`src/rtl/nw_pkg.sv`:
```
// Shared definitions for the sequence loader: symbol codes, framing
// characters and the loader state encoding.
package nw_pkg;

    localparam int SYM_W = 3;

    localparam logic [SYM_W-1:0] SYM_A = 3'd1;
    localparam logic [SYM_W-1:0] SYM_C = 3'd2;
    localparam logic [SYM_W-1:0] SYM_G = 3'd3;
    localparam logic [SYM_W-1:0] SYM_T = 3'd4;

    localparam logic [7:0] CHR_SEP = 8'h23;
    localparam logic [7:0] CHR_EOL = 8'h0A;
    localparam logic [7:0] CHR_CR  = 8'h0D;
    localparam logic [7:0] CHR_SP  = 8'h20;

    typedef enum logic [1:0] {
        LOAD_A = 2'd0,
        LOAD_B = 2'd1,
        DONE   = 2'd2
    } load_state_e;

endpackage

```
`src/rtl/seq_char_decode.sv`:
```
// Combinational classifier for one received byte: nucleotide (with its
// symbol code), sequence separator, end of line, or silently skipped.
// A byte that raises none of the flags is an invalid character.
module seq_char_decode
    import nw_pkg::*;
(
    input  logic [7:0]       data_i,
    output logic             is_sym_o,
    output logic             is_sep_o,
    output logic             is_eol_o,
    output logic             is_skip_o,
    output logic [SYM_W-1:0] code_o
);

    // Case-insensitive nucleotide lookup plus framing characters.
    always_comb begin
        is_sym_o  = 1'b0;
        is_sep_o  = 1'b0;
        is_eol_o  = 1'b0;
        is_skip_o = 1'b0;
        code_o    = '0;
        case (data_i)
            8'h41, 8'h61: begin is_sym_o = 1'b1; code_o = SYM_A; end
            8'h43, 8'h63: begin is_sym_o = 1'b1; code_o = SYM_C; end
            8'h47, 8'h67: begin is_sym_o = 1'b1; code_o = SYM_G; end
            8'h54, 8'h74: begin is_sym_o = 1'b1; code_o = SYM_T; end
            CHR_SEP:      is_sep_o  = 1'b1;
            CHR_EOL:      is_eol_o  = 1'b1;
            CHR_CR,
            CHR_SP:       is_skip_o = 1'b1;
            default:      ;
        endcase
    end

endmodule

```
`src/rtl/uart_seq_loader.sv`:
```
// Loads two ASCII nucleotide sequences from the UART byte stream into the
// NW sequence RAMs. Sequence A ends at '#', sequence B ends at LF. Every
// output is a flop; the write address of a RAM trails its length counter
// by one cycle, so during a write it shows the slot being written and
// afterwards the next free slot (held at the last slot once full).
module uart_seq_loader
    import nw_pkg::*;
#(
    parameter int ADDR_W = 3,
    parameter int SYM_W  = nw_pkg::SYM_W
) (
    input  logic              clk,
    input  logic              rst,
    input  logic [7:0]        rx_data,
    input  logic              rx_valid,
    input  logic              clear,
    output logic [SYM_W-1:0]  Seq,
    output logic [ADDR_W-1:0] address_ramA,
    output logic [ADDR_W-1:0] address_ramB,
    output logic              weA,
    output logic              weB,
    output logic              enable_ram,
    output logic [ADDR_W:0]   lenA,
    output logic [ADDR_W:0]   lenB,
    output logic              load_done,
    output logic              error
);

    localparam logic [ADDR_W:0] MaxLen = {1'b1, {ADDR_W{1'b0}}};
    localparam logic [ADDR_W:0] One    = {{ADDR_W{1'b0}}, 1'b1};

    load_state_e       state_q, state_d;
    logic [ADDR_W:0]   lenA_q, lenA_d, lenB_q, lenB_d;
    logic [ADDR_W-1:0] addrA_q, addrA_d, addrB_q, addrB_d;
    logic              weA_q, weA_d, weB_q, weB_d;
    logic              en_q;
    logic [SYM_W-1:0]  seq_q, seq_d;
    logic              err_q, err_d;
    logic              done_q, done_d;

    logic                    isSym, isSep, isEol, isSkip;
    logic [nw_pkg::SYM_W-1:0] symCode;

    seq_char_decode u_decode (
        .data_i    (rx_data),
        .is_sym_o  (isSym),
        .is_sep_o  (isSep),
        .is_eol_o  (isEol),
        .is_skip_o (isSkip),
        .code_o    (symCode)
    );

    // Next free slot for a given length, held at the last slot when full.
    function automatic logic [ADDR_W-1:0] satAddr(input logic [ADDR_W:0] len);
        if (len[ADDR_W]) return {ADDR_W{1'b1}};
        return len[ADDR_W-1:0];
    endfunction

    // Next-state, counter and write-port decisions for one received byte.
    always_comb begin
        state_d = state_q;
        lenA_d  = lenA_q;
        lenB_d  = lenB_q;
        addrA_d = satAddr(lenA_q);
        addrB_d = satAddr(lenB_q);
        weA_d   = 1'b0;
        weB_d   = 1'b0;
        seq_d   = seq_q;
        err_d   = err_q;
        if (clear) begin
            state_d = LOAD_A;
            lenA_d  = '0;
            lenB_d  = '0;
            addrA_d = '0;
            addrB_d = '0;
            err_d   = 1'b0;
        end else if (rx_valid) begin
            case (state_q)
                LOAD_A: begin
                    if (isSym) begin
                        if (lenA_q < MaxLen) begin
                            weA_d  = 1'b1;
                            seq_d  = SYM_W'(symCode);
                            lenA_d = lenA_q + One;
                        end else begin
                            err_d = 1'b1;
                        end
                    end else if (isSep) begin
                        state_d = LOAD_B;
                    end else if (!isSkip) begin
                        err_d = 1'b1;
                    end
                end
                LOAD_B: begin
                    if (isSym) begin
                        if (lenB_q < MaxLen) begin
                            weB_d  = 1'b1;
                            seq_d  = SYM_W'(symCode);
                            lenB_d = lenB_q + One;
                        end else begin
                            err_d = 1'b1;
                        end
                    end else if (isEol) begin
                        state_d = DONE;
                    end else if (!isSkip) begin
                        err_d = 1'b1;
                    end
                end
                DONE: ;
                default: state_d = LOAD_A;
            endcase
        end
        done_d = (state_d == DONE);
    end

    // State, counters and the registered RAM write port.
    always_ff @(posedge clk or negedge rst) begin
        if (!rst) begin
            state_q <= LOAD_A;
            lenA_q  <= '0;
            lenB_q  <= '0;
            addrA_q <= '0;
            addrB_q <= '0;
            weA_q   <= 1'b0;
            weB_q   <= 1'b0;
            en_q    <= 1'b0;
            seq_q   <= '0;
            err_q   <= 1'b0;
            done_q  <= 1'b0;
        end else begin
            state_q <= state_d;
            lenA_q  <= lenA_d;
            lenB_q  <= lenB_d;
            addrA_q <= addrA_d;
            addrB_q <= addrB_d;
            weA_q   <= weA_d;
            weB_q   <= weB_d;
            en_q    <= weA_d | weB_d;
            seq_q   <= seq_d;
            err_q   <= err_d;
            done_q  <= done_d;
        end
    end

    assign Seq          = seq_q;
    assign address_ramA = addrA_q;
    assign address_ramB = addrB_q;
    assign weA          = weA_q;
    assign weB          = weB_q;
    assign enable_ram   = en_q;
    assign lenA         = lenA_q;
    assign lenB         = lenB_q;
    assign load_done    = done_q;
    assign error        = err_q;

endmodule

```
`config.mk`:
```
export PLATFORM = sky130hd
export DESIGN_NAME = uart_seq_loader
export DESIGN_NICKNAME = d
export VERILOG_FILES = /design/src/rtl/nw_pkg.sv /design/src/rtl/seq_char_decode.sv /design/src/rtl/uart_seq_loader.sv
export SDC_FILE = /design/constraint.sdc
export NUM_CORES = 1
export LEC_CHECK = 0
export CORE_MARGIN = 5
export CORE_UTILIZATION = 47
export DETAILED_ROUTE_END_ITERATION = 8
export PLACE_DENSITY = 0.78
export SYNTH_ARGS = -nofsm -noshare
export SYNTH_HDL_FRONTEND = slang
export SYNTH_SLANG_ARGS = --single-unit
```
`constraint.sdc`:
```
create_clock -name clk -period 2.15 [get_ports clk]
set_input_delay 0.215 -clock clk [delete_from_list [all_inputs] [get_ports clk]]
set_output_delay 0.215 -clock clk [all_outputs]
set_load 0.03 [all_outputs]
```
==> run metrics <==
Final Max Tran Viols=0; Synth Area in Simple Gates=0.306; clk sinks=24; Global Route Usage Sum=0.177; total power=between 0.8 and 0.9 mW; Area contributors post-synth=dfrtp_1, nor2_1, nand4_1, a21oi_1, nor3_1; GP Congestion=0.825; Cell Count, Final, Fillers Out=between 150 and 200; placed cells=195; Final #Nets=~180; postcts setup bufs=0; max cap viols=0; Max VDD drop=0.335 mV; RSZ-0062 raised after global routing=false; Synth Cell Area=about 1200 µm²; Routed wire per std cell=15.1 µm; CP bufs+invs=0; clock skew=just under 0.005 ns; Post-Route WL=3010 µm; GR Overflow Total=0; Root Buffer=clkbuf_4; Crit-path slowest cell=or4_4; initial antenna violation count=0; clock slew at the register clock pins of the worst setup and hold paths=between 0.1 and 0.15 ns; I/O Pins=34; Hold Vio Cnt, Final=0; # setup viols final=0; FMAX=541 MHz; Die X=slightly above 60 µm; Skew-Pair Late Insertion Delay=slightly above 0.3 ns; Async SR Flop Fraction=1.00; CTS Buf Count=3; largest family of logic cells by synthesized area=simple AND/OR/NAND/NOR gates; status=finished clean; xor and xnor area share after synthesis=0; Routed Antenna Nets=0; Hold WS=~0.23 ns; HPWL Detailed=2310 µm; metal2 WL=approximately 1500 µm; Synth Area in Adders=0.0201; most numerous cell in the Yosys netlist=dfrtp_1; WP depth=3; Die Y=around 61 µm; Net Sw Frac=0.255; met1 wire length=roughly 1300 µm; WP data arrival=around 2 ns; Seq pwr share=0.557; Crit Reg-Reg Startpoint=state_q[1]$_DFF_PN0_; Synth Instances=127; Yosys top cell area share=0.483; CTS tree=built; site row count=18; Core Region=2500 µm²; Synth Flop Type=dfrtp_1; Clock Power Share=0.290; Compound-Gate Fraction of Synth Area=0.0946; required time at the worst-slack endpoint=between 2 and 2.5 ns; Synth Net Count=between 100 and 150; mux contribution to synthesized area=0.0594; crit-path leading delay family=simple AND/OR/NAND/NOR gates; top sig layer=met4; Distinct cells, synth=38; CTS max path bufs=2; CP peak stage delay=~0.54 ns; diodes inserted=0; first-pass GRT wire length=~5000 µm; utilization after layout=0.680; Vias/cell=roughly 5.6; fin crit share=0.859; Final min period=~1.8 ns; full die area=between 3000 and 4000 µm²; port bufs=33; TNS Setup=0 ns; routed wl met3=between 100 and 150 µm; DRT iter0 DRCs=19; leakage=0.755 nW; CP Cell Sequence=or3_1 > or4_4 > mux2_4; Logic pwr share=0.153; Seq/Total Area, Yosys=0.483; fraction of layout cells with a size suffix above 1=0.142; Yosys warnings=0; internal cell power=0.618 mW; H-tree depth=1; critical-path maximum fanout=8; Initial Utilization=0.497; Mean Syn Cell Area=9.79 µm²; drt pass-1 iters=4; worst min path class=in2async; top post-synthesis cells by count=dfrtp_1, nor2_1, nand4_1; drt drc=0; Reg2Reg Setup Slack=between 0.3 and 0.4 ns; post-synthesis register bit count=24; NetSw=0.212 mW; post-synth top area cell=dfrtp_1; relative slew slack=0.625; Post-synth EDFFs=0; CP startpoint kind=flop; synthesis-to-layout area growth=36.6%; vias in the first global route=about 1100; CTS-repair resized insts=0; Crit. End Element=flop; routed vias=between 1000 and 1500; PwrDens=488 nW/µm²; largest net degree at the start of global routing=25; critical path class=reg2reg; RR Endpoint=Seq[0]$_DFFE_PN0P_; Worst-Margin Slew=0.559 ns; hold-fix buffer count after cts=0; reg2reg path depth=3
layout by cell type, fill, tap and decap left out, types with 3 or more instances in the layout:
master	synthesis	routed
dfrtp_1	24	24
nor2b_1	4	4
clkbuf_4	0	3
buf_4	0	11
nor2_1	20	20
nand4_1	9	9
a21oi_1	7	7
nand2b_1	3	3
o31ai_1	4	4
nor3_1	7	7
mux2_2	3	3
inv_1	4	4
nand2_1	3	3
clkdlybuf4s50_1	0	33
cell families after synthesis:
family / after synthesis
flip-flops: 24
multiplexers: 6
adder cells (fa/ha/maj): 2
AND/OR/NAND/NOR: 66
buffers and inverters: 10
AO/OA/AOI/OAI: 19
metrics by stage:
step | worst slack [ns] | instance area (µm²)
detailed placement | 0.0222 | 1660
CTS | 0.309 | 1700
floorplan | 0.227 | 1240
finish | 0.303 | 1700
global placement | 0.0694 | 1660
global route | 0.267 | 1700
how the worst max path moves through the flow:
stage,start,end
5_1_grt,state_q[1]$_DFF_PN0_,Seq[0]$_DFFE_PN0P_
3_5_place_dp,rx_data[6],Seq[0]$_DFFE_PN0P_
2_1_floorplan,state_q[1]$_DFF_PN0_,Seq[0]$_DFFE_PN0P_
4_1_cts,state_q[1]$_DFF_PN0_,Seq[0]$_DFFE_PN0P_
6_report,state_q[1]$_DFF_PN0_,Seq[0]$_DFFE_PN0P_
3_3_place_gp,rx_data[6],Seq[2]$_DFFE_PN0P_
routing by layer:
layer	vias to the layer above	GRT usage
li1	548	-
met1	536	0.221
met2	30	0.320
met3	2	0.0252
met4	0	0.0455
met5	-	0
power groups by stage:
stage,registers [mW],clock network [mW],logic (mW)
5_1_grt,0.463,0.263,0.138
3_5_place_dp,0.470,0,0.127
3_3_place_gp,0.470,0,0.122
4_1_cts,0.462,0.242,0.127
2_1_floorplan,0.483,0,0.0389
6_report,0.462,0.241,0.127
state kept, by name (all words and copies together), names as in the netlist:
name,flops
lenA,4
lenB,4
Seq,3
address_ramA,3
address_ramB,3
state_q,2
enable_ram,1
error,1
load_done,1
weA,1
weB,1
layout make-up:
cell class | count | area (µm²)
Fill cell | 196 | 801
Sequential cell | 24 | 601
Multi-Input combinational cell | 93 | 597
Timing Repair Buffer | 44 | 413
Tap cell | 30 | 37.5
Clock buffer | 4 | 36.3
Inverter | 4 | 15.0
(Power assumes the default switching activity.)
